--- src/rtl/vga_layer_compositor_if.sv ---
// Signal bundle between the layer generators / sync logic and the compositor.
// The master side feeds pixels and game requests; the slave side returns VGA colour and game mode.
interface vga_layer_compositor_if #(
   parameter int NUM_LAYERS = 6,
   parameter int COLOR_W    = 1
);
   logic [NUM_LAYERS-1:0]           layer_valid;
   logic [NUM_LAYERS*3*COLOR_W-1:0] layer_rgb;
   logic                            in_display;
   logic                            frame_start;
   logic                            start;
   logic                            dead;
   logic [COLOR_W-1:0]              vga_R;
   logic [COLOR_W-1:0]              vga_G;
   logic [COLOR_W-1:0]              vga_B;
   logic [1:0]                      mode;
   logic                            blink;

   modport master (
      output layer_valid, layer_rgb, in_display, frame_start, start, dead,
      input  vga_R, vga_G, vga_B, mode, blink
   );

   modport slave (
      input  layer_valid, layer_rgb, in_display, frame_start, start, dead,
      output vga_R, vga_G, vga_B, mode, blink
   );
endinterface

--- src/rtl/vga_layer_compositor.sv ---
// Fixed-priority layer compositor with display blanking and a MENU/PLAY/DEAD mode FSM.
// Mode changes land only on frame_start so a frame is never drawn with two different masks.
module vga_layer_compositor #(
   parameter int                    NUM_LAYERS  = 6,
   parameter int                    COLOR_W     = 1,
   parameter int                    DEAD_FRAMES = 120,
   parameter int                    BLINK_LOG2  = 3,
   parameter logic [NUM_LAYERS-1:0] MENU_MASK   = NUM_LAYERS'(6'b111100),
   parameter logic [NUM_LAYERS-1:0] PLAY_MASK   = NUM_LAYERS'(6'b111111),
   parameter logic [NUM_LAYERS-1:0] FLASH_MASK  = NUM_LAYERS'(6'b000001)
) (
   input logic                   clk,
   input logic                   reset,
   vga_layer_compositor_if.slave bus
);
   localparam int PIX_W   = 3 * COLOR_W;
   localparam int CNT_RAW = $clog2(DEAD_FRAMES + 1);
   localparam int CNT_W   = (CNT_RAW > BLINK_LOG2 + 1) ? CNT_RAW : BLINK_LOG2 + 1;
   localparam logic [CNT_W-1:0] LAST_FRAME = CNT_W'(DEAD_FRAMES - 1);

   typedef enum logic [1:0] {
      MODE_MENU = 2'b00,
      MODE_PLAY = 2'b01,
      MODE_DEAD = 2'b10,
      MODE_BAD  = 2'b11
   } modeT;

   typedef enum logic [1:0] {
      PEND_NONE = 2'b00,
      PEND_PLAY = 2'b01,
      PEND_DEAD = 2'b10,
      PEND_MENU = 2'b11
   } pendT;

   modeT             r_mode;
   modeT             w_modeNext;
   pendT             r_pend;
   pendT             w_pendNext;
   pendT             w_req;
   pendT             w_eff;
   logic [CNT_W-1:0] r_deadCount;
   logic [CNT_W-1:0] w_cntNext;
   logic             w_blink;
   logic [NUM_LAYERS-1:0] w_mask;

   logic [NUM_LAYERS-1:0]       r_s1Valid;
   logic [NUM_LAYERS*PIX_W-1:0] r_s1Rgb;
   logic                        r_s1Disp;
   logic [PIX_W-1:0]            w_winRgb;
   logic [PIX_W-1:0]            r_pixel;

   always_ff @(posedge clk) begin
      if (!reset) begin
         r_mode      <= MODE_MENU;
         r_pend      <= PEND_NONE;
         r_deadCount <= '0;
      end else begin
         r_mode      <= w_modeNext;
         r_pend      <= w_pendNext;
         r_deadCount <= w_cntNext;
      end
   end

   // A request seen on the frame_start cycle itself overrides whatever was pending.
   always_comb begin
      w_modeNext = r_mode;
      w_pendNext = r_pend;
      w_cntNext  = r_deadCount;
      w_req      = PEND_NONE;
      case (r_mode)
         MODE_MENU: if (bus.start) w_req = PEND_PLAY;
         MODE_PLAY: if (bus.dead)  w_req = PEND_DEAD;
         MODE_DEAD: if (bus.start) w_req = PEND_PLAY;
         default:   w_req = PEND_NONE;
      endcase
      w_eff = (w_req != PEND_NONE) ? w_req : r_pend;

      if (r_mode == MODE_BAD) begin
         w_modeNext = MODE_MENU;
         w_pendNext = PEND_NONE;
         w_cntNext  = '0;
      end else if (bus.frame_start) begin
         w_pendNext = PEND_NONE;
         if (r_mode == MODE_DEAD) begin
            if (w_eff == PEND_PLAY) begin
               w_modeNext = MODE_PLAY;
               w_cntNext  = '0;
            end else if (w_eff == PEND_MENU || r_deadCount == LAST_FRAME) begin
               w_modeNext = MODE_MENU;
               w_cntNext  = '0;
            end else begin
               w_cntNext = r_deadCount + 1'b1;
            end
         end else begin
            case (w_eff)
               PEND_PLAY: w_modeNext = MODE_PLAY;
               PEND_DEAD: w_modeNext = MODE_DEAD;
               PEND_MENU: w_modeNext = MODE_MENU;
               default:   w_modeNext = r_mode;
            endcase
            w_cntNext = '0;
         end
      end else if (w_req != PEND_NONE) begin
         w_pendNext = w_req;
      end
   end

   assign w_blink = (r_mode == MODE_DEAD) && r_deadCount[BLINK_LOG2];

   always_comb begin
      w_mask = MENU_MASK;
      case (r_mode)
         MODE_PLAY: w_mask = PLAY_MASK;
         MODE_DEAD: w_mask = PLAY_MASK & ~(w_blink ? FLASH_MASK : {NUM_LAYERS{1'b0}});
         default:   w_mask = MENU_MASK;
      endcase
   end

   always_ff @(posedge clk) begin
      if (!reset) begin
         r_s1Valid <= '0;
         r_s1Rgb   <= '0;
         r_s1Disp  <= 1'b0;
         r_pixel   <= '0;
      end else begin
         r_s1Valid <= bus.layer_valid & w_mask;
         r_s1Rgb   <= bus.layer_rgb;
         r_s1Disp  <= bus.in_display;
         r_pixel   <= r_s1Disp ? w_winRgb : '0;
      end
   end

   // Scan from the lowest priority upward so the lowest index hit is written last.
   always_comb begin
      w_winRgb = '0;
      for (int i = NUM_LAYERS - 1; i >= 0; i--) begin
         if (r_s1Valid[i]) w_winRgb = r_s1Rgb[i*PIX_W +: PIX_W];
      end
   end

   assign bus.vga_R = r_pixel[PIX_W-1 -: COLOR_W];
   assign bus.vga_G = r_pixel[2*COLOR_W-1 -: COLOR_W];
   assign bus.vga_B = r_pixel[COLOR_W-1:0];
   assign bus.mode  = r_mode;
   assign bus.blink = w_blink;
endmodule

--- src/flat_wrapper.sv ---
// flat-port wrapper written by rule: the top's interface ports become plain ports
module vga_layer_compositor_flat 
#(
   parameter int                    NUM_LAYERS  = 6,
   parameter int                    COLOR_W     = 1,
   parameter int                    DEAD_FRAMES = 120,
   parameter int                    BLINK_LOG2  = 3,
   parameter logic [NUM_LAYERS-1:0] MENU_MASK   = NUM_LAYERS'(6'b111100),
   parameter logic [NUM_LAYERS-1:0] PLAY_MASK   = NUM_LAYERS'(6'b111111),
   parameter logic [NUM_LAYERS-1:0] FLASH_MASK  = NUM_LAYERS'(6'b000001)
)
  (clk, reset, bus_layer_valid, bus_layer_rgb, bus_in_display, bus_frame_start, bus_start, bus_dead, bus_vga_R, bus_vga_G, bus_vga_B, bus_mode, bus_blink);
  vga_layer_compositor_if #(.NUM_LAYERS(NUM_LAYERS), .COLOR_W(COLOR_W)) bus_i ();
  input logic clk;
  input logic reset;
  input wire logic [$bits(bus_i.layer_valid)-1:0] bus_layer_valid;
  input wire logic [$bits(bus_i.layer_rgb)-1:0] bus_layer_rgb;
  input wire logic [$bits(bus_i.in_display)-1:0] bus_in_display;
  input wire logic [$bits(bus_i.frame_start)-1:0] bus_frame_start;
  input wire logic [$bits(bus_i.start)-1:0] bus_start;
  input wire logic [$bits(bus_i.dead)-1:0] bus_dead;
  output wire logic [$bits(bus_i.vga_R)-1:0] bus_vga_R;
  output wire logic [$bits(bus_i.vga_G)-1:0] bus_vga_G;
  output wire logic [$bits(bus_i.vga_B)-1:0] bus_vga_B;
  output wire logic [$bits(bus_i.mode)-1:0] bus_mode;
  output wire logic [$bits(bus_i.blink)-1:0] bus_blink;
  assign bus_i.layer_valid = bus_layer_valid;
  assign bus_i.layer_rgb = bus_layer_rgb;
  assign bus_i.in_display = bus_in_display;
  assign bus_i.frame_start = bus_frame_start;
  assign bus_i.start = bus_start;
  assign bus_i.dead = bus_dead;
  assign bus_vga_R = bus_i.vga_R;
  assign bus_vga_G = bus_i.vga_G;
  assign bus_vga_B = bus_i.vga_B;
  assign bus_mode = bus_i.mode;
  assign bus_blink = bus_i.blink;
  vga_layer_compositor #(.NUM_LAYERS(NUM_LAYERS), .COLOR_W(COLOR_W), .DEAD_FRAMES(DEAD_FRAMES), .BLINK_LOG2(BLINK_LOG2), .MENU_MASK(MENU_MASK), .PLAY_MASK(PLAY_MASK), .FLASH_MASK(FLASH_MASK)) u_core (.clk(clk), .reset(reset), .bus(bus_i));
endmodule
--- config.mk ---
export PLATFORM = sky130hd
export DESIGN_NAME = vga_layer_compositor_flat
export DESIGN_NICKNAME = d
export VERILOG_FILES = /design/src/rtl/vga_layer_compositor_if.sv /design/src/rtl/vga_layer_compositor.sv /design/src/flat_wrapper.sv
export SDC_FILE = /design/constraint.sdc
export NUM_CORES = 1
export LEC_CHECK = 0
export BUFFER_PORTS_ARGS = -buffer_cell sky130_fd_sc_hd__buf_2
export CAP_MARGIN = 10
export CORE_UTILIZATION = 47
export CTS_BUF_LIST = sky130_fd_sc_hd__clkbuf_4
export DETAILED_ROUTE_END_ITERATION = 8
export PLACE_DENSITY_LB_ADDON = 0.3
export SLEW_MARGIN = 30
export SYNTH_ARGS = -nofsm -noshare
export SYNTH_HDL_FRONTEND = slang
export SYNTH_SLANG_ARGS = --single-unit
--- constraint.sdc ---
create_clock -name clk -period 3.41 [get_ports clk]
set_input_delay 0 -clock clk [delete_from_list [all_inputs] [get_ports clk]]
set_output_delay 0 -clock clk [all_outputs]
set_load 0.05 [all_outputs]
==> out/results.tsv <==
stage	metric	value	unit
finish	layout cell share with drive strength beyond 1	20.60	%
cts	setup bufs post-CTS	0	
floorplanning	die width	59.62	µm
finish	Final Non-Filler Cells	277	
yosys	Async SR Flop Fraction	0	%
sta	Final Max Tran Viols	0	
sta	Final Hold Violating Endpoints	0	
drt	DR WL/cell	12.45	µm
placed_design	placed inst area	0.001778	mm²
setup_path	Worst EP arrival	2030	ps
grt	grt peak-use layer	met2	
placed_design	GP Congestion	0.9401	
drt	routed vias/inst	4.935	
cts	Clock H-tree levels	2	
drt	Routed Antenna Nets	0	
grt	initial antenna violation count	0	
drt	Residual DRC	0	
cts	CTS max path bufs	2	
placed_design	placed cell count	243	
yosys	Post-Syn Instances	167	
yosys	Post-synth EDFFs	0	
floorplanning	num rows	20	
yosys	syn_area_per_cell	9.343	µm²
setup_path	CP Capture Type	flop	
setup_path	reg2reg setup slack	1630	ps
floorplanning	core area	0.003103	mm²
yosys	Net Count, Synth	203	
sta	Max-slew headroom	74.08	%
grt	Overall Global Routing Usage	22.04	%
sta	Slew @ Worst Pin	387.4	ps
floorplanning	# IOs	36	
sta	Achievable Freq	561.5	MHz
run	Max Cap Violations	0	
setup_path	Worst setup SP type	flop	
finish	Layout area overhead	35.53	%
floorplanning	Starting Density	50.28	%
setup_path	critical path fanouts, max	6	
yosys	Most used DFF post-synth	dfxtp_1	
placed_design	Placement Setup Slack	1659	ps
cts	CTS tree	done	
placed_design	IO Port Bufs	35	
drt	DR vias	1367	
grt	total gr overflow	0	
yosys	warnings from Yosys	0	
sta	Tcrit/Tclk final	52.22	%
sta	fin crit period	1781	ps
pwr	static leakage	0.9169	nW
yosys	Post-Syn Area	0.001560	mm²
drt	drt total wl	3448	µm
setup_path	critical path class	reg2reg	
grt	met2 Usage GRT	41.25	%
setup_path	CP Data Required Time	3660	ps
finish	post-route cell area	0.002115	mm²
cts	root buf cell	clkbuf_4	
sta	setup TNS	0	ps
grt	met3 Usage GRT	7.860	%
pwr	worst vdd ir	0.0003077	V
sta	Final WS setup	1629	ps
yosys	Netlist cell types	33	
placed_design	DP Wirelength	2188	µm
sta	WHS	31.28	ps
floorplanning	Die ar.	0.003554	mm²
finish	Final Net Count	268	
grt	routing usage on met1	22.66	%
yosys	Seq/Total Area, Yosys	50.04	%
sta	RSZ-0062 raised after global routing	no	
grt	vias in the first global route	1312	
drt	drt pass-1 iters	5	
sta	Final Setup Violations	0	
cts	Num Clock Sinks	39	
floorplanning	DIE HEIGHT	59.62	µm
finish	# diodes	0	
pwr	pwr dens	419.4	mW/mm²
cts	clk_lat worst skew	350	ps
grt	global-route wire length before repair	5589	µm
worst_hold_path	HP Class	in2reg	
sta	Max Clock Skew	5.529	ps
yosys	Seq cells post-synth	39	
drt	DR iter-0 viols	56	
run_status	run status	complete, no violations	
cts	Clock transition at path regs	110	ps
cts	CTS Buf Count	5	
grt	largest net degree at the start of global routing	30	
synthesized netlist by cell type, types with 2 or more instances:
cell,n,share of area (%)
dfxtp_1,39,50
and2_1,24,9.6
a21oi_1,16,5.1
nand2_1,11,2.6
inv_1,10,2.4
nor2_1,9,2.2
ha_1,6,4.8
nor3_1,5,1.6
o21ai_0,5,1.6
a211oi_1,4,1.9
nand2b_1,4,1.6
a22oi_1,3,1.4
and3_1,3,1.2
nand3_1,3,0.96
a221o_1,2,1.3
a22o_1,2,1.1
clkbuf_1,2,0.48
nor2_2,2,0.80
nor2b_1,2,0.80
o22ai_1,2,0.80
worst paths after layout:
| check | end | cells after the start | startpoint |
|---|---|---|---|
| max | u_core.r_deadCount[6] | 6 | u_core.bus.mode[1] |
| min | u_core.r_deadCount[2] | 3 | bus_frame_start |
| max reg2reg | u_core.r_deadCount[6] | 6 | u_core.bus.mode[1] |
| min reg2reg | u_core.r_pixel[1] | 2 | u_core.r_s1Rgb[1] |
flip-flops by register name, indices dropped and copies added, names as in the netlist:
name / count
u_core.r_s1Rgb: 18
u_core.bus.mode: 2
u_core.r_pend: 2
u_core.r_pixel: 3
u_core.r_deadCount: 7
u_core.r_s1Valid: 6
u_core.r_s1Disp: 1
metrics by stage:
| step | power [mW] | utilization, % |
|---|---|---|
| finish | 0.8869 | 68.15 |
| global placement | 0.5747 | 57.30 |
| global route | 0.9324 | 68.15 |
| detailed placement | 0.5774 | 57.30 |
| CTS | 0.8939 | 68.15 |
| floorplan | 0.5469 | - |
kinds of logic after synthesis:
logic type      share of synthesized area [%]
simple gates                            23.58
compound gates                          17.08
flops                                   50.04
buf+inv                                 3.208
fa+ha+maj                               4.811
xor+xnor                               0.5614
mux                                    0.7217
layer usage:
| metal | vias up | wire [µm] |
|---|---|---|
| met1 | 622 | 1399 |
| met5 | - | 0 |
| met3 | 8 | 160 |
| li1 | 709 | - |
| met4 | 0 | 51 |
| met2 | 28 | 1836 |
power breakdown:
part           switching, mW  leakage, nW  internal (mW)
Sequential            0.0107        0.321          0.474
Combinational         0.0501        0.553         0.0567
Clock                  0.145       0.0426          0.151
critical path: stages, from the launching register on:
cell,delay [ps]
dfxtp_1,440
inv_1,100
ha_1,230
and2_1,200
o221ai_2,290
nor2_2,110
a221o_1,310
area by class of cell:
cell class | instances | area [µm²]
Tap cell | 44 | 55.05
Sequential cell | 39 | 780.7
Inverter | 10 | 37.54
Multi-Input combinational cell | 115 | 729.5
Clock buffer | 5 | 37.54
Timing Repair Buffer | 61 | 435.4
Fill cell | 256 | 988.4
Clock inverter | 3 | 38.79
layout by cell type, fill, tap and decap left out, types with 3 or more instances in the layout:
master | synthesis | routed
dfxtp_1 | 39 | 39
buf_2 | 1 | 35
dlygate4sd3_1 | 0 | 26
and2_1 | 24 | 24
a21oi_1 | 16 | 16
nand2_1 | 11 | 11
inv_1 | 10 | 10
nor2_1 | 9 | 9
ha_1 | 6 | 6
nor3_1 | 5 | 5
o21ai_0 | 5 | 5
clkbuf_4 | 0 | 5
nand2b_1 | 4 | 4
a211oi_1 | 4 | 4
and3_1 | 3 | 3
nand3_1 | 3 | 3
a22oi_1 | 3 | 3
repair_timing:
action                                  CTS  global route
hold buffers                             26             0
resized for setup                         0             0
endpoints found under the setup margin    0             0
hold endpoints to repair                 26             0
Power figures use the tool's default switching activity.
